==> src/rtl/apu_square_ch1_if.sv <==
// CPU-side register bus of APU channel 1: write strobe, read cycle, NR10..NR14
// selects, write data and the read-back path driven by the channel.
interface apu_square_ch1_if;
   logic       apu_wr;
   logic       cpu_rd;
   logic       ff10;
   logic       ff11;
   logic       ff12;
   logic       ff13;
   logic       ff14;
   logic [7:0] d;
   logic [7:0] ch1_d_out;
   logic       ch1_d_oe;

   modport master (
      output apu_wr, cpu_rd, ff10, ff11, ff12, ff13, ff14, d,
      input  ch1_d_out, ch1_d_oe
   );

   modport slave (
      input  apu_wr, cpu_rd, ff10, ff11, ff12, ff13, ff14, d,
      output ch1_d_out, ch1_d_oe
   );
endinterface

==> src/rtl/apu_square_ch1.sv <==
// APU channel 1: square wave with length counter, volume envelope and, when
// APU_CH1_SWEEP_EN is defined, the NR10 frequency sweep unit.
module apu_square_ch1 #(
   parameter int FREQ_W = 11,
   parameter int LEN_W  = 6
) (
   input  logic            apuv_4mhz,
   input  logic            napu_reset,
   apu_square_ch1_if.slave bus,
   input  logic            fs_tick,
   output logic [3:0]      ch1_out,
   output logic            nch1_active,
   output logic            nch1_amp_en
);
   localparam logic [FREQ_W-1:0] FREQ_MAX = {FREQ_W{1'b1}};
   localparam logic [FREQ_W-1:0] FREQ_ONE = {{(FREQ_W-1){1'b0}}, 1'b1};
   localparam logic [LEN_W:0]    LEN_MAX  = {1'b1, {LEN_W{1'b0}}};
   localparam logic [LEN_W:0]    LEN_ZERO = {(LEN_W+1){1'b0}};
   localparam logic [LEN_W:0]    LEN_ONE  = {{LEN_W{1'b0}}, 1'b1};

   // Pattern bit n is the output level at duty index n.
   function automatic logic [7:0] duty_pattern(input logic [1:0] duty);
      case (duty)
         2'b00:   duty_pattern = 8'b1000_0000;
         2'b01:   duty_pattern = 8'b1000_0001;
         2'b10:   duty_pattern = 8'b1110_0001;
         2'b11:   duty_pattern = 8'b0111_1110;
         default: duty_pattern = 8'b0000_0000;
      endcase
   endfunction

`ifdef APU_CH1_SWEEP_EN
   function automatic logic [FREQ_W:0] sweep_calc(input logic [FREQ_W-1:0] f,
                                                   input logic neg, input logic [2:0] sh);
      logic [FREQ_W:0] base;
      logic [FREQ_W:0] delta;
      base  = {1'b0, f};
      delta = {1'b0, f >> sh};
      sweep_calc = neg ? (base - delta) : (base + delta);
   endfunction

   logic [6:0]        nr10_r, nr10_nx;
   logic [FREQ_W-1:0] shadow_r, shadow_nx;
   logic [3:0]        sw_tmr_r, sw_tmr_nx, sw_reload_s;
   logic              sweep_on_r, sweep_on_nx, sw_clk_s, wr10_s;
   logic [FREQ_W:0]   sw_new_s, sw_chk_s, trig_chk_s;
`endif

   logic [1:0]        pre_r;
   logic [FREQ_W-1:0] freq_r, freq_nx, ftmr_r, ftmr_nx;
   logic [2:0]        idx_r, idx_nx, fs_step_r, fs_step_nx, fs_step_inc_s;
   logic [1:0]        duty_r, duty_nx;
   logic [7:0]        nr12_r, nr12_nx, pat_s;
   logic              len_en_r, len_en_nx;
   logic [LEN_W:0]    len_r, len_nx;
   logic [3:0]        vol_r, vol_nx, env_tmr_r, env_tmr_nx, env_reload_s, out_r, out_nx;
   logic              env_frz_r, env_frz_nx, active_r, active_nx, amp_n_r, amp_n_nx;
   logic              sel_any_s, wr_any_s, wr11_s, wr12_s, wr13_s, wr14_s, trig_s;
   logic              tick1m_s, fs_en_s, len_clk_s, env_clk_s, len_expire_s, sweep_kill_s;

   assign sel_any_s     = bus.ff10 | bus.ff11 | bus.ff12 | bus.ff13 | bus.ff14;
   assign wr_any_s      = bus.apu_wr & sel_any_s;
   assign wr11_s        = bus.apu_wr & bus.ff11;
   assign wr12_s        = bus.apu_wr & bus.ff12;
   assign wr13_s        = bus.apu_wr & bus.ff13;
   assign wr14_s        = bus.apu_wr & bus.ff14;
   assign trig_s        = wr14_s & bus.d[7];
   assign tick1m_s      = &pre_r;
   // Any register write in the same cycle swallows the frame-sequencer tick.
   assign fs_en_s       = fs_tick & ~wr_any_s;
   assign fs_step_inc_s = fs_step_r + 3'd1;
   assign len_clk_s     = fs_en_s & ~fs_step_inc_s[0];
   assign env_clk_s     = fs_en_s & (fs_step_inc_s == 3'd7);
   assign len_expire_s  = len_clk_s & len_en_r & (len_r == LEN_ONE);
   assign env_reload_s  = (nr12_r[2:0] == 3'd0) ? 4'd8 : {1'b0, nr12_r[2:0]};
   assign pat_s         = duty_pattern(duty_r);

   // Next-state logic for all channel state.
   always_comb begin
      duty_nx      = wr11_s ? bus.d[7:6] : duty_r;
      nr12_nx      = wr12_s ? bus.d : nr12_r;
      amp_n_nx     = wr12_s ? ~|bus.d[7:3] : amp_n_r;
      len_en_nx    = wr14_s ? bus.d[6] : len_en_r;
      freq_nx      = freq_r;
      freq_nx[7:0] = wr13_s ? bus.d : freq_r[7:0];
      freq_nx[FREQ_W-1:8] = wr14_s ? bus.d[FREQ_W-9:0] : freq_r[FREQ_W-1:8];
      fs_step_nx   = fs_en_s ? fs_step_inc_s : fs_step_r;
      ftmr_nx      = ftmr_r;
      idx_nx       = idx_r;
      len_nx       = len_r;
      vol_nx       = vol_r;
      env_tmr_nx   = env_tmr_r;
      env_frz_nx   = env_frz_r;
      active_nx    = active_r;
      sweep_kill_s = 1'b0;

      if (trig_s) begin
         ftmr_nx = freq_nx;
      end else if (tick1m_s && (ftmr_r == FREQ_MAX)) begin
         ftmr_nx = freq_r;
         idx_nx  = idx_r + 3'd1;
      end else if (tick1m_s) begin
         ftmr_nx = ftmr_r + FREQ_ONE;
      end else begin
         ftmr_nx = ftmr_r;
      end

      if (wr11_s) begin
         len_nx = LEN_MAX - {1'b0, bus.d[LEN_W-1:0]};
      end else if (trig_s && (len_r == LEN_ZERO)) begin
         len_nx = LEN_MAX;
      end else if (len_clk_s && len_en_r && (len_r != LEN_ZERO)) begin
         len_nx = len_r - LEN_ONE;
      end else begin
         len_nx = len_r;
      end

      if (trig_s) begin
         vol_nx     = nr12_r[7:4];
         env_tmr_nx = env_reload_s;
         env_frz_nx = 1'b0;
      end else if (env_clk_s && (env_tmr_r > 4'd1)) begin
         env_tmr_nx = env_tmr_r - 4'd1;
      end else if (env_clk_s) begin
         env_tmr_nx = env_reload_s;
         if ((nr12_r[2:0] == 3'd0) || env_frz_r) begin
            vol_nx = vol_r;
         end else if (nr12_r[3] && (vol_r != 4'hF)) begin
            vol_nx = vol_r + 4'd1;
         end else if (!nr12_r[3] && (vol_r != 4'h0)) begin
            vol_nx = vol_r - 4'd1;
         end else begin
            env_frz_nx = 1'b1;
         end
      end else begin
         env_tmr_nx = env_tmr_r;
      end

`ifdef APU_CH1_SWEEP_EN
      nr10_nx     = wr10_s ? bus.d[6:0] : nr10_r;
      shadow_nx   = shadow_r;
      sw_tmr_nx   = sw_tmr_r;
      sweep_on_nx = sweep_on_r;
      sw_new_s    = sweep_calc(shadow_r, nr10_r[3], nr10_r[2:0]);
      sw_chk_s    = sweep_calc(sw_new_s[FREQ_W-1:0], nr10_r[3], nr10_r[2:0]);
      trig_chk_s  = sweep_calc(freq_nx, nr10_r[3], nr10_r[2:0]);
      if (trig_s) begin
         shadow_nx    = freq_nx;
         sw_tmr_nx    = sw_reload_s;
         sweep_on_nx  = (nr10_r[6:4] != 3'd0) || (nr10_r[2:0] != 3'd0);
         sweep_kill_s = (nr10_r[2:0] != 3'd0) && trig_chk_s[FREQ_W];
      end else if (sw_clk_s && (sw_tmr_r > 4'd1)) begin
         sw_tmr_nx = sw_tmr_r - 4'd1;
      end else if (sw_clk_s) begin
         sw_tmr_nx = sw_reload_s;
         if (!sweep_on_r || (nr10_r[6:4] == 3'd0)) begin
            sweep_kill_s = 1'b0;
         end else if (sw_new_s[FREQ_W]) begin
            sweep_kill_s = 1'b1;
         end else if (nr10_r[2:0] != 3'd0) begin
            shadow_nx    = sw_new_s[FREQ_W-1:0];
            freq_nx      = sw_new_s[FREQ_W-1:0];
            sweep_kill_s = sw_chk_s[FREQ_W];
         end else begin
            sweep_kill_s = 1'b0;
         end
      end else begin
         sw_tmr_nx = sw_tmr_r;
      end
`endif

      if (trig_s) begin
         active_nx = (|nr12_r[7:3]) & ~sweep_kill_s;
      end else if ((wr12_s && (bus.d[7:3] == 5'd0)) || len_expire_s || sweep_kill_s) begin
         active_nx = 1'b0;
      end else begin
         active_nx = active_r;
      end

      out_nx = (active_nx && pat_s[idx_r]) ? vol_r : 4'd0;
   end

`ifdef APU_CH1_SWEEP_EN
   assign wr10_s      = bus.apu_wr & bus.ff10;
   assign sw_clk_s    = fs_en_s & (fs_step_inc_s[1:0] == 2'b10);
   assign sw_reload_s = (nr10_r[6:4] == 3'd0) ? 4'd8 : {1'b0, nr10_r[6:4]};

   // Sweep unit state.
   always_ff @(posedge apuv_4mhz or negedge napu_reset) begin
      if (!napu_reset) begin
         nr10_r     <= 7'd0;
         shadow_r   <= {FREQ_W{1'b0}};
         sw_tmr_r   <= 4'd0;
         sweep_on_r <= 1'b0;
      end else begin
         nr10_r     <= nr10_nx;
         shadow_r   <= shadow_nx;
         sw_tmr_r   <= sw_tmr_nx;
         sweep_on_r <= sweep_on_nx;
      end
   end
`endif

   // Channel state registers.
   always_ff @(posedge apuv_4mhz or negedge napu_reset) begin
      if (!napu_reset) begin
         pre_r     <= 2'd0;
         freq_r    <= {FREQ_W{1'b0}};
         ftmr_r    <= {FREQ_W{1'b0}};
         idx_r     <= 3'd0;
         fs_step_r <= 3'd0;
         duty_r    <= 2'd0;
         nr12_r    <= 8'd0;
         len_en_r  <= 1'b0;
         len_r     <= LEN_ZERO;
         vol_r     <= 4'd0;
         env_tmr_r <= 4'd0;
         env_frz_r <= 1'b0;
         active_r  <= 1'b0;
         amp_n_r   <= 1'b1;
         out_r     <= 4'd0;
      end else begin
         pre_r     <= pre_r + 2'd1;
         freq_r    <= freq_nx;
         ftmr_r    <= ftmr_nx;
         idx_r     <= idx_nx;
         fs_step_r <= fs_step_nx;
         duty_r    <= duty_nx;
         nr12_r    <= nr12_nx;
         len_en_r  <= len_en_nx;
         len_r     <= len_nx;
         vol_r     <= vol_nx;
         env_tmr_r <= env_tmr_nx;
         env_frz_r <= env_frz_nx;
         active_r  <= active_nx;
         amp_n_r   <= amp_n_nx;
         out_r     <= out_nx;
      end
   end

   assign ch1_out      = out_r;
   assign nch1_active  = ~active_r;
   assign nch1_amp_en  = amp_n_r;
   assign bus.ch1_d_oe = bus.cpu_rd & sel_any_s;

   // Read-back mux; unused bits read as 1.
   always_comb begin
      if (!bus.ch1_d_oe) begin
         bus.ch1_d_out = 8'h00;
      end else if (bus.ff10) begin
`ifdef APU_CH1_SWEEP_EN
         bus.ch1_d_out = {1'b1, nr10_r};
`else
         bus.ch1_d_out = 8'hFF;
`endif
      end else if (bus.ff11) begin
         bus.ch1_d_out = {duty_r, 6'h3F};
      end else if (bus.ff12) begin
         bus.ch1_d_out = nr12_r;
      end else if (bus.ff13) begin
         bus.ch1_d_out = 8'hFF;
      end else begin
         bus.ch1_d_out = {1'b1, len_en_r, 6'h3F};
      end
   end
endmodule
==> src/flat_wrapper.sv <==
// flat-port wrapper written by rule: the top's interface ports become plain ports
module apu_square_ch1_flat 
#(
   parameter int FREQ_W = 11,
   parameter int LEN_W  = 6
)
  (apuv_4mhz, napu_reset, fs_tick, ch1_out, nch1_active, nch1_amp_en, bus_apu_wr, bus_cpu_rd, bus_ff10, bus_ff11, bus_ff12, bus_ff13, bus_ff14, bus_d, bus_ch1_d_out, bus_ch1_d_oe);
  apu_square_ch1_if bus_i ();
  input  logic apuv_4mhz;
  input  logic napu_reset;
  input  logic fs_tick;
  output logic [3:0] ch1_out;
  output logic nch1_active;
  output logic nch1_amp_en;
  input wire logic [$bits(bus_i.apu_wr)-1:0] bus_apu_wr;
  input wire logic [$bits(bus_i.cpu_rd)-1:0] bus_cpu_rd;
  input wire logic [$bits(bus_i.ff10)-1:0] bus_ff10;
  input wire logic [$bits(bus_i.ff11)-1:0] bus_ff11;
  input wire logic [$bits(bus_i.ff12)-1:0] bus_ff12;
  input wire logic [$bits(bus_i.ff13)-1:0] bus_ff13;
  input wire logic [$bits(bus_i.ff14)-1:0] bus_ff14;
  input wire logic [$bits(bus_i.d)-1:0] bus_d;
  output wire logic [$bits(bus_i.ch1_d_out)-1:0] bus_ch1_d_out;
  output wire logic [$bits(bus_i.ch1_d_oe)-1:0] bus_ch1_d_oe;
  assign bus_i.apu_wr = bus_apu_wr;
  assign bus_i.cpu_rd = bus_cpu_rd;
  assign bus_i.ff10 = bus_ff10;
  assign bus_i.ff11 = bus_ff11;
  assign bus_i.ff12 = bus_ff12;
  assign bus_i.ff13 = bus_ff13;
  assign bus_i.ff14 = bus_ff14;
  assign bus_i.d = bus_d;
  assign bus_ch1_d_out = bus_i.ch1_d_out;
  assign bus_ch1_d_oe = bus_i.ch1_d_oe;
  apu_square_ch1 #(.FREQ_W(FREQ_W), .LEN_W(LEN_W)) u_core (.apuv_4mhz(apuv_4mhz), .napu_reset(napu_reset), .bus(bus_i), .fs_tick(fs_tick), .ch1_out(ch1_out), .nch1_active(nch1_active), .nch1_amp_en(nch1_amp_en));
endmodule
==> config.mk <==
export PLATFORM = sky130hd
export DESIGN_NAME = apu_square_ch1_flat
export DESIGN_NICKNAME = d
export VERILOG_FILES = /design/src/rtl/apu_square_ch1_if.sv /design/src/rtl/apu_square_ch1.sv /design/src/flat_wrapper.sv
export SDC_FILE = /design/constraint.sdc
export NUM_CORES = 1
export LEC_CHECK = 0
export CORE_UTILIZATION = 58
export CTS_BUF_LIST = sky130_fd_sc_hd__clkbuf_4 sky130_fd_sc_hd__clkbuf_8 sky130_fd_sc_hd__clkbuf_16
export DETAILED_ROUTE_END_ITERATION = 7
export PLACE_DENSITY = 0.8
export SYNTH_ARGS = -nofsm -noshare
export SYNTH_HDL_FRONTEND = slang
export SYNTH_SLANG_ARGS = --single-unit
export TNS_END_PERCENT = 30
==> constraint.sdc <==
create_clock -name apuv_4mhz -period 3.9 [get_ports apuv_4mhz]
set_clock_uncertainty 0.05 [all_clocks]
set_input_delay 0.585 -clock apuv_4mhz [delete_from_list [all_inputs] [get_ports apuv_4mhz]]
set_output_delay 0.585 -clock apuv_4mhz [all_outputs]
set_load 0.01 [all_outputs]
* Word-level counts from Yosys, hierarchy flattened
Cells that the tools add are included.
** Operators by class
- $add $sub $neg :: 9
- Magnitude comparators :: 2
- Equality and inequality tests :: 11
- Mux-type cells :: 35
- Bitwise logic cells :: 20
- Reductions and logical operators :: 30
** Operators with widths (count)
- $mux W4 :: 11
- $mux W8 :: 5
- $mux W11 :: 3
- $pmux W8 S4 :: 1
- $mux W7 :: 4
- $and A1 B1 Y1 :: 12
- $reduce_bool A3 Y1 :: 4
- $add A11 B1 Y11 const B :: 1
- $eq A11 B11 Y1 const B :: 1
- $reduce_or A5 Y1 :: 2
- $logic_and A1 B1 Y1 :: 9
- $mux W1 :: 9
- $ne A2 B1 Y1 const B :: 4
- $sub A4 B1 Y4 const B :: 2
- $eq A7 B1 Y1 const B :: 1
- $logic_not A7 Y1 :: 1
- $reduce_bool A7 Y1 :: 1
- $sub A7 B1 Y7 const B :: 1
- $sub A7 B6 Y7 const A :: 1
- $add A3 B1 Y3 const B :: 2
- $logic_not A5 Y1 :: 1
- $reduce_and A5 Y1 :: 1
- $add A4 B1 Y4 const B :: 1
- $eq A2 B2 Y1 const B :: 2
- other kinds (18) :: 27
** Word-level totals
- Flip-flop bits (word level) :: 63
- Input port bits :: 18
- Output and inout bits :: 15
- Logic and storage cells :: 122

* Depth between registers and ports, before layout
Gate-level depths: netlist (run 1).
- Depth in word-level cells :: 15
- Depth in mapped cells :: 8
- Gate-level depth less buffers :: 8

* Worst setup path before layout (run 1)
Ideal clock, no wire load.
- Path kind :: input to register
- Start :: input port bus_ff13
- End :: register u_core.env_tmr_r[3]
- Setup time :: 0.126 ns
- Arrival :: 2.151 ns
- Data required time :: 3.724 ns
- Slack :: 1.573 ns
- Stages on the path :: 5
- Path buffers :: 0
- Cells stage by stage :: or4b_1 o22ai_2 nand3_2 or4_1 a311o_1
** On the way
- Word-level cells in the longest chain between the ends :: 9
- Elaborated cells between the ends (all ways) :: 10
- Those cells by class :: mux: 2; bitwise: 6; reduce/logical: 2
** RTL lines
- from (decl) :: line flat_wrapper.sv:20 : input wire logic [$bits(bus_i.ff13)-1:0] bus_ff13;
- $or A1 B1 Y1 * (2 in series) :: line apu_square_ch1.sv:61 : assign sel_any_s = bus.ff10 | bus.ff11 | bus.ff12 | bus.ff13 | bus.ff14;
- $and A1 B1 Y1 * :: line apu_square_ch1.sv:62 : assign wr_any_s = bus.apu_wr & sel_any_s;
- $not A1 Y1 * :: line apu_square_ch1.sv:70 : assign fs_en_s = fs_tick & ~wr_any_s;
- $and A1 B1 Y1 * :: line apu_square_ch1.sv:70
- $and A1 B1 Y1 * :: line apu_square_ch1.sv:73 : assign env_clk_s = fs_en_s & (fs_step_inc_s == 3'd7);
- $logic_and A1 B1 Y1 :: line apu_square_ch1.sv:122 : end else if (env_clk_s && (env_tmr_r > 4'd1)) begin
- $mux W4 :: line apu_square_ch1.sv:122
- $mux W4 :: line apu_square_ch1.sv:118 : if (trig_s) begin
- to (signal assigned) :: line apu_square_ch1.sv:233 : env_tmr_r <= env_tmr_nx;
- to (decl) :: line apu_square_ch1.sv:56 : logic [3:0] vol_r, vol_nx, env_tmr_r, env_tmr_nx, env_reload_s, out_r, out_nx;
Mark *: on every way between the ends. The rest lies on a longest branch, timed or not.
A chain may end at the register's enable or synchronous reset.

* Worst setup path after layout (run 1)
- Start :: input port bus_ff11
- End :: output port bus_ch1_d_out[6]
** On the way
- Word-level cells in the longest chain between the ends :: 6
- Elaborated cells between the ends (all ways) :: 8
- Those cells by class :: mux: 3; bitwise: 5
** RTL lines
- from (decl) :: line flat_wrapper.sv:18 : input wire logic [$bits(bus_i.ff11)-1:0] bus_ff11;
- $or A1 B1 Y1 (4 in series) :: line apu_square_ch1.sv:61
- $and A1 B1 Y1 :: line apu_square_ch1.sv:244 : assign bus.ch1_d_oe = bus.cpu_rd & sel_any_s;
- $mux W8 * :: line apu_square_ch1.sv:248 : if (!bus.ch1_d_oe) begin
- to (decl) :: line flat_wrapper.sv:23 : output wire logic [$bits(bus_i.ch1_d_out)-1:0] bus_ch1_d_out;
Marks and branches as above.

==> flow_metrics.py, run 1 <==
metrics = {
    "clocking": {
        "clock_path_buffers": 2,
        "cts_resized": 0,
        "post_cts_buffers": 0,
        "cts_tree": "done",
        "root_buffer": "clkbuf_8",
        "cts.sinks": 63,
        "cts.clk_slew.worst_paths_ps": 70,
        "numCtsBuffers": 9,
        "holdBufCountCts": 0,
        "clk_latency_ps": 350,
        "htree_num_levels": 3,
    },
    "critical_path": {
        "crit_path_max_incr_delay_ps": 530,
        "reg2reg_from": "u_core.pre_r[0]",
        "r2r_slack_ps": 1510,
        "critPathMostFrequentCell": "clkdlybuf4s50_1",
        "critPathCapture": "bus_ch1_d_out[6]",
        "startpoint": "bus_ff11",
        "cp-start-kind": "primary input",
        "endpoint_kind": "primary output",
        "critPathMaxFanout": 9,
        "worstPathArrival_ps": 2600,
        "path_cells": "clkdlybuf4s50_1 -> or2_2 -> o41a_1 -> o21a_1 -> clkdlybuf4s50_1",
        "cp_slowest_cell": "clkdlybuf4s50_1",
        "worstSetupPathType": "in2out",
        "rr_worst_depth": 5,
        "cp.required_ps": 3260,
        "timing.rr.end": "u_core.idx_r[1]",
    },
    "sta": {
        "rsz0062_at_grt": "false",
        "relSlewSlack": 0.5154,
        "tns_ps": 0,
        "min_period_over_period": 0.8299,
        "hold_viol": 0,
        "finalSetupViolations": 0,
        "tightest_slew_ps": 727.0,
        "fmax_mhz": 309.0,
        "final_max_slew_viol_count": 0,
        "fin_crit_ps": 3237,
    },
    "floorplanning": {
        "floorplan.rows": 28,
        "core_um2": 6026,
        "die_w_um": 81.69,
        "initial_utilization": 0.6113,
        "fp.dieArea_um2": 6673,
        "ios": 33,
        "die_h_um": 81.69,
    },
    "cells_and_area": {
        "fillerInstances": 470,
        "final_common_cell": "dfrtp_1",
        "drive_above_1_share": 0.1108,
        "layout.nets": 454,
        "multi_input_area_um2": 1992,
        "ff_latch_area_um2": 1578,
        "design_area_um2": 4313,
        "area_growth_pct": 17.09,
        "final_cell_mix": "62 x dfrtp_1, 43 x nand2_1, 31 x clkdlybuf4s50_1",
        "antennaDiodeCount": 0,
    },
    "run_status": {
        "status": "finished, final reports clean",
    },
    "drt": {
        "drtIter0Drc": 197,
        "ant_nets": 0,
        "first_pass_iters": 4,
        "via_per_inst": 6.319,
        "drc": 0,
        "vias": 3153,
        "detail_route.wl_per_cell_um": 17.32,
        "routed_wl_um": 8644,
    },
    "grt": {
        "grt_max_degree": 35,
        "grt_pass1_wl_um": 14120,
        "grt_pass1_vias": 2973,
        "antenna_found_initial": 0,
        "grt.overflow.total": 0,
        "grtUsageTotal": 0.2900,
    },
    "place": {
        "place_congestion": 0.9112,
        "placed_area_um2": 4069,
        "dp_hpwl_um": 6171,
        "portBuffers": 32,
    },
    "synth": {
        "ys_seq_area_frac": 0.4283,
        "synthCells": 386,
        "synth-seq-cells": 63,
        "async_flop_share": 1.000,
        "synth_cell_types": 60,
        "yosysWarnings": 0,
        "synth_edf_count": 0,
        "syn_nets": 421,
        "avgSynthCellArea_um2": 9.543,
        "yosysTopAreaCell": "dfrtp_1",
        "netlist_area_um2": 3684,
        "yosys.area.top_type_share": 0.4212,
        "ys.flop_type": "dfrtp_1",
        "synth.area.top_cells": "dfrtp_1 42%, ha_1 5.4%, mux2_2 5.2%, nand2_1 4.4%, o21ai_0 3.4%",
    },
    "power_and_ir_drop": {
        "power.leakage_nw": 1.879,
        "power_density_nw_per_um2": 542.4,
        "peakVddDrop_v": 0.0003303,
    },
    "min_path": {
        "worst_hold_path_type": "in2async",
    },
    "job": {
        "maxCapViolations": 0,
    },
}
cells in the mapped netlist (all sizes together) (4+ instances only):
| cell | number |
|---|---|
| inv | 16 |
| nand3 | 14 |
| o21a | 11 |
| nor2 | 27 |
| xnor2 | 8 |
| or3 | 6 |
| xor2 | 11 |
| nand2 | 43 |
| and3 | 7 |
| nor4 | 4 |
| o31ai | 4 |
| dfrtp | 62 |
| nor3 | 11 |
| or4 | 5 |
| ha | 16 |
| o21ai | 25 |
| clkbuf | 13 |
| mux2i | 7 |
| nand4 | 8 |
| mux2 | 17 |
| a21oi | 17 |
registers in the layout, indices dropped and copies added (netlist names), 2 cells and up:
| register | flops |
|---|---|
| u_core.ftmr_r | 11 |
| u_core.idx_r | 3 |
| u_core.fs_step_r | 3 |
| u_core.ch1_out | 4 |
| u_core.env_tmr_r | 4 |
| u_core.len_r | 7 |
| u_core.duty_r | 2 |
| u_core.pre_r | 2 |
| u_core.nr12_r | 8 |
| u_core.vol_r | 4 |
| u_core.freq_r | 11 |
cells by family (layout without fill, tap and decap cells):
logic type	after synthesis	count (layout)	share of synthesized area
adder cells (fa/ha/maj)	17	17	0.05978
buffers and inverters	30	68	0.03091
multiplexers	24	24	0.07099
flip-flops	63	63	0.4283
AND/OR/NAND/NOR	139	139	0.1902
AO/OA/AOI/OAI	94	94	0.1746
XOR/XNOR	19	19	0.04518
area by class of cell:
type	count	share of cell area
Clock buffer	9	0.02872
Tap cell	75	0.02176
Clock inverter	7	0.02785
Sequential cell	63	0.3658
Multi-Input combinational cell	293	0.4619
Timing Repair Buffer	36	0.08007
Inverter	16	0.01393
per-layer routing:
metal / GRT usage / vias to the layer above / wire [µm]
met5: 0 / - / 0
met4: 0.1158 / 0 / 153
met3: 0.07111 / 16 / 415
met2: 0.4517 / 116 / 4118
met1: 0.3889 / 1543 / 3957
li1: - / 1478 / -
metrics by stage:
stage / hold slack [ps] / util / power, mW / instances / worst slack [ps]
floorplan: 239.4 / - / 1.425 / 386 / 1573
global placement: 363.1 / 0.6752 / 1.603 / 483 / 710.1
detailed placement: 387.3 / 0.6752 / 1.640 / 483 / 682.9
CTS: 264.0 / 0.7157 / 2.341 / 499 / 684.6
global route: 291.0 / 0.7157 / 2.480 / 499 / 597.9
finish: 245.0 / 0.7157 / 2.339 / 499 / 663.4
power breakdown:
group / total (mW) / leakage (nW) / internal [mW] / switching [mW]
Clock: 0.699 / 0.120 / 0.427 / 0.273
Sequential: 0.983 / 0.766 / 0.799 / 0.184
Combinational: 0.657 / 0.994 / 0.319 / 0.338
worst min path at each step:
stage	from	to	slack, ps
2_1_floorplan	napu_reset	u_core.active_r	240
3_3_place_gp	u_core.pre_r[0]	u_core.pre_r[0]	360
3_5_place_dp	u_core.pre_r[0]	u_core.pre_r[0]	390
4_1_cts	napu_reset	u_core.env_tmr_r[2]	260
5_1_grt	napu_reset	u_core.env_tmr_r[3]	290
6_report	napu_reset	u_core.vol_r[1]	240
critical path, delay by kind of cell:
family	cells	cell delay [ps]
compound gates	2	660
buf+inv	2	1000
simple gates	1	350
Note: power is estimated with default switching activity, not from simulation.
==> run 2, diff against run 1 <==
==> constraint.sdc (replaced) <==
create_clock -name apuv_4mhz -period 3.2 [get_ports apuv_4mhz]
set_clock_uncertainty 0.05 [all_clocks]
set_input_delay 0.48 -clock apuv_4mhz [delete_from_list [all_inputs] [get_ports apuv_4mhz]]
set_output_delay 0.48 -clock apuv_4mhz [all_outputs]
set_load 0.01 [all_outputs]
==> run 2 against run 1 <==
Flip-flop and latch count stayed put. Setup slack worse by 450 ps. Design area grew 1.2%. Global-route usage up 0.63 points. Sequential power increased by 22%. Sequential share of layout area is 0.45 points lower. Clock-buffer cell count up 1. Via count is 0.35% higher. Routed wire length grew 2.0%. Largest power group unchanged.
==> flow_metrics.py, run 2 (synthesized netlist as in run 1, its figures left out) <==
metrics = {
    "floorplanning": {
        "die_h_um": 81.69,
        "fp.dieArea_um2": 6673,
        "initial_utilization": 0.6113,
        "ios": 33,
        "core_um2": 6026,
        "die_w_um": 81.69,
        "floorplan.rows": 28,
    },
    "sta": {
        "finalSetupViolations": 0,
        "fin_crit_ps": 2984,
        "tightest_slew_ps": 780.4,
        "fmax_mhz": 335.2,
        "hold_viol": 0,
        "tns_ps": 0,
        "min_period_over_period": 0.9324,
        "rsz0062_at_grt": "false",
        "relSlewSlack": 0.4797,
        "final_max_slew_viol_count": 0,
    },
    "grt": {
        "antenna_found_initial": 0,
        "grt_max_degree": 64,
        "grt_pass1_wl_um": 14460,
        "grt.overflow.total": 0,
        "grt_pass1_vias": 2998,
        "grtUsageTotal": 0.2963,
    },
    "clocking": {
        "htree_num_levels": 3,
        "root_buffer": "clkbuf_8",
        "numCtsBuffers": 9,
        "cts.sinks": 63,
        "cts_tree": "done",
        "post_cts_buffers": 0,
        "cts_resized": 0,
        "clock_path_buffers": 2,
        "clk_latency_ps": 340,
        "cts.clk_slew.worst_paths_ps": 70,
        "holdBufCountCts": 0,
    },
    "power_and_ir_drop": {
        "p_seq_frac": 0.418,
        "share_comb_of_total_power": 0.283,
        "p_int_mw": 1.902,
        "power.leakage_nw": 1.915,
        "p_sw_mw": 0.9621,
        "power_frac_clock": 0.299,
        "peakVddDrop_v": 0.0004650,
        "power_density_nw_per_um2": 656.0,
        "p_sw_frac": 0.3359,
    },
    "critical_path": {
        "worstPathArrival_ps": 2450,
        "r2r_slack_ps": 840,
        "cp-start-kind": "primary input",
        "rr_worst_depth": 5,
        "critPathMaxFanout": 9,
        "endpoint_kind": "primary output",
        "timing.rr.end": "u_core.idx_r[1]",
        "reg2reg_from": "u_core.pre_r[0]",
        "startpoint": "bus_ff10",
        "cp.required_ps": 2670,
        "worstSetupPathType": "in2out",
    },
    "place": {
        "dpl.cell_count": 490,
        "dp_hpwl_um": 6319,
        "place_congestion": 0.8692,
        "portBuffers": 32,
    },
    "cells_and_area": {
        "antennaDiodeCount": 0,
        "utilization": 0.7247,
        "final_common_cell": "dfrtp_1",
        "fillerInstances": 453,
        "drive_above_1_share": 0.1253,
        "reg.largest.list": "u_core.freq_r: 11 flops, u_core.ftmr_r: 11 flops, u_core.nr12_r: 8 flops",
        "layout.nets": 461,
        "layoutNonFillerInstCount": 506,
        "final_cell_mix": "62 x dfrtp_1, 43 x nand2_1, 31 x clkdlybuf4s50_1",
        "area_growth_pct": 18.55,
    },
    "job": {
        "maxCapViolations": 0,
    },
    "drt": {
        "drc": 0,
        "vias": 3164,
        "drtIter0Drc": 229,
        "detail_route.wl_per_cell_um": 17.42,
        "first_pass_iters": 4,
        "ant_nets": 0,
        "routed_wl_um": 8813,
        "via_per_inst": 6.253,
    },
    "run_status": {
        "status": "finished, final reports clean",
    },
    "min_path": {
        "worst_hold_path_type": "in2async",
    },
}
[run 2: changes by cell type in the layout (fill, tap and decap cells not counted), sizes merged]
cell / delta
clkbuf: +1
inv: -1
buf: +7
[run 2: cell type report]
class	instances	area (µm²)	area share
Clock inverter	6	107.6	0.02464
Inverter	16	60.06	0.01375
Tap cell	75	93.84	0.02149
Multi-Input combinational cell	293	1992	0.4562
Clock buffer	10	137.6	0.03152
Timing Repair Buffer	43	397.9	0.09112
Sequential cell	63	1578	0.3613
[run 2: layer usage]
metal	wire (µm)	track usage
met5	0	0
met4	170	0.1175
met3	570	0.06444
met2	4177	0.4767
met1	3894	0.3892
[run 2: worst max path at each step]
stage	to	slack, ps
global route	bus_ch1_d_out[4]	170
finish	bus_ch1_d_out[6]	220
global placement	bus_ch1_d_out[7]	270
floorplan	u_core.env_tmr_r[3]	980
detailed placement	bus_ch1_d_out[7]	220
CTS	bus_ch1_d_out[6]	220
[run 2: stage by stage]
stage	hold slack [ps]	instance area (µm²)	setup slack (ps)	total power, mW
2_1_floorplan	134.4	3684	978.1	1.736
3_3_place_gp	362.1	4121	268.7	1.955
3_5_place_dp	376.7	4121	222.6	1.998
4_1_cts	280.0	4367	224.9	2.860
5_1_grt	329.8	4367	174.4	3.031
6_report	234.1	4367	216.4	2.864
[run 2: power groups by stage]
stage	Sequential [mW]	Clock [mW]	Combinational, mW
floorplan	1.14	0	0.593
global placement	1.19	0	0.764
detailed placement	1.20	0	0.797
CTS	1.19	0.862	0.809
global route	1.23	0.896	0.905
finish	1.20	0.858	0.809
[run 2: worst max-delay path: stages]
cell	delay (ps)
clkdlybuf4s50_1	480
or2_2	350
o41a_1	490
o21a_1	180
clkdlybuf4s50_1	470
==> run 3, diff against run 2 <==
--- a/config.mk
+++ b/config.mk
@@ -5,10 +5,13 @@
 export SDC_FILE = /design/constraint.sdc
 export NUM_CORES = 1
 export LEC_CHECK = 0
-export CORE_UTILIZATION = 58
+export CELL_PAD_IN_SITES_DETAIL_PLACEMENT = 1
+export CELL_PAD_IN_SITES_GLOBAL_PLACEMENT = 1
+export CORE_UTILIZATION = 45
 export CTS_BUF_LIST = sky130_fd_sc_hd__clkbuf_4 sky130_fd_sc_hd__clkbuf_8 sky130_fd_sc_hd__clkbuf_16
 export DETAILED_ROUTE_END_ITERATION = 7
-export PLACE_DENSITY = 0.8
+export PLACE_DENSITY_LB_ADDON = 0.1
+export RECOVER_POWER = 25
 export SYNTH_ARGS = -nofsm -noshare
 export SYNTH_HDL_FRONTEND = slang
 export SYNTH_SLANG_ARGS = --single-unit
==> run 3 against run 2 <==
Largest power group unchanged. Setup slack got worse by 4.9 ps. Routed wire length up 19%. Total power shrank 1.3%. Sequential share of layout area is 0.093 points lower. Via count up 0.98%. Die area is 28% higher. Largest cell class unchanged. Critical endpoint is now bus_ch1_d_out[2]. Register-to-register slack got worse by 90 ps. Design area up 0.26%.
==> flow_metrics.py, run 3 (synthesized netlist as in run 1, its figures left out) <==
metrics = {
    "sta": {
        "tns_ps": 0,
        "fin_crit_ps": 2989,
        "finalSetupViolations": 0,
        "hold_viol": 0,
        "rsz0062_at_grt": "false",
        "final_max_slew_viol_count": 0,
        "relSlewSlack": 0.2953,
        "fmax_mhz": 334.6,
        "min_period_over_period": 0.9339,
        "tightest_slew_ps": 1057,
    },
    "cells_and_area": {
        "layout.nets": 462,
        "layoutNonFillerInstCount": 534,
        "fillerInstances": 906,
        "final_cell_mix": "62 x dfrtp_1, 43 x nand2_1, 31 x clkdlybuf4s50_1",
        "area_growth_pct": 18.85,
        "antennaDiodeCount": 0,
        "drive_above_1_share": 0.1227,
        "reg.largest.list": "u_core.freq_r: 11 flops, u_core.ftmr_r: 11 flops, u_core.nr12_r: 8 flops",
        "final_common_cell": "dfrtp_1",
    },
    "drt": {
        "drc": 0,
        "vias": 3195,
        "first_pass_iters": 4,
        "drtIter0Drc": 116,
        "ant_nets": 0,
        "detail_route.wl_per_cell_um": 19.59,
        "routed_wl_um": 10460,
        "via_per_inst": 5.983,
    },
    "critical_path": {
        "cp.required_ps": 2670,
        "worstPathArrival_ps": 2460,
        "cp_slowest_cell": "o41a_1",
        "path_cells": "clkdlybuf4s50_1 -> or2_2 -> o41a_1 -> o21a_1 -> clkdlybuf4s50_1",
        "worstSetupPathType": "in2out",
        "critPathMostFrequentCell": "clkdlybuf4s50_1",
        "crit_path_max_incr_delay_ps": 510,
        "critPathMaxFanout": 9,
        "cp-start-kind": "primary input",
        "endpoint_kind": "primary output",
        "cpLargestDelayFamily": "buffers and inverters",
        "worst-path-buf-inv": 2,
    },
    "floorplanning": {
        "die_w_um": 92.48,
        "initial_utilization": 0.4718,
        "ios": 33,
        "fp.dieArea_um2": 8552,
        "core_um2": 7807,
        "die_h_um": 92.48,
        "floorplan.rows": 32,
    },
    "clocking": {
        "clock_path_buffers": 2,
        "cts.sinks": 63,
        "htree_num_levels": 3,
        "numCtsBuffers": 9,
        "post_cts_buffers": 0,
        "cts_tree": "done",
        "cts_resized": 0,
        "cts.clk_slew.worst_paths_ps": 70,
        "clk_latency_ps": 350,
        "holdBufCountCts": 0,
        "root_buffer": "clkbuf_8",
    },
    "power_and_ir_drop": {
        "power.leakage_nw": 1.904,
        "power_density_nw_per_um2": 645.5,
        "peakVddDrop_v": 0.0003069,
    },
    "grt": {
        "grt_max_degree": 31,
        "grt_pass1_wl_um": 17390,
        "grt.overflow.total": 0,
        "antenna_found_initial": 0,
        "grtUsageTotal": 0.2667,
        "grt_pass1_vias": 3411,
    },
    "place": {
        "dpl.cell_count": 518,
        "portBuffers": 32,
        "dp_hpwl_um": 7722,
        "place_congestion": 0.8161,
    },
    "job": {
        "maxCapViolations": 0,
    },
    "run_status": {
        "status": "finished, final reports clean",
    },
    "min_path": {
        "worst_hold_path_type": "in2async",
    },
}
run 3: cell types whose count changed in the layout (fill, tap and decap cells not counted), sizes merged:
cell,change
clkinvlp,-1
clkbuf,+1
inv,+1
bufinv,-1
clkinv,+2
buf,-1
run 3: cell type report:
class	instances	area (µm²)	area share
clock inverters	7	96.34	0.02201
multi-input cells	293	1992	0.4550
well taps	102	127.6	0.02915
repair buffers	44	400.4	0.09145
flip-flops and latches	63	1578	0.3604
clock buffers	9	123.9	0.02829
inverters	16	60.06	0.01372
run 3: power by group:
group	switching, mW	internal [mW]
Combinational	0.441	0.397
Clock	0.336	0.441
Sequential	0.237	0.974
run 3: metrics by stage:
stage                       util  hold WS [ps]  instance area [µm²]  total power, mW  setup slack [ps]
after floorplan                -         134.4                 3684            1.736             978.1
after global placement    0.5332         361.2                 4163            1.991             249.7
after detailed placement  0.5332         370.8                 4163            2.048             201.5
after CTS                 0.5614         23.35                 4383            2.842             201.4
after global routing      0.5607         351.3                 4378            2.996             123.8
final                     0.5607         248.4                 4378            2.826             211.5
run 3: layer usage:
metal | vias up | wire, µm | track usage
li1 | 1491 | - | -
met1 | 1610 | 4760 | 0.3478
met2 | 70 | 5056 | 0.4340
met4 | 0 | 266 | 0.1133
met5 | - | 0 | 0
met3 | 24 | 380 | 0.04926
run 3: worst paths after layout:
kind	endpoint	from	cells after the start	slack, ps
worst min-delay path	u_core.ch1_out[3]	napu_reset	1	250
min in group apuv_4mhz	u_core.pre_r[0]	u_core.pre_r[0]	1	380
worst min register to register	u_core.pre_r[0]	u_core.pre_r[0]	1	380
max in group asynchronous	u_core.nr12_r[6]	napu_reset	2	1470
worst max register to register	u_core.idx_r[1]	u_core.pre_r[0]	5	750
worst max-delay path	bus_ch1_d_out[2]	bus_ff10	5	210
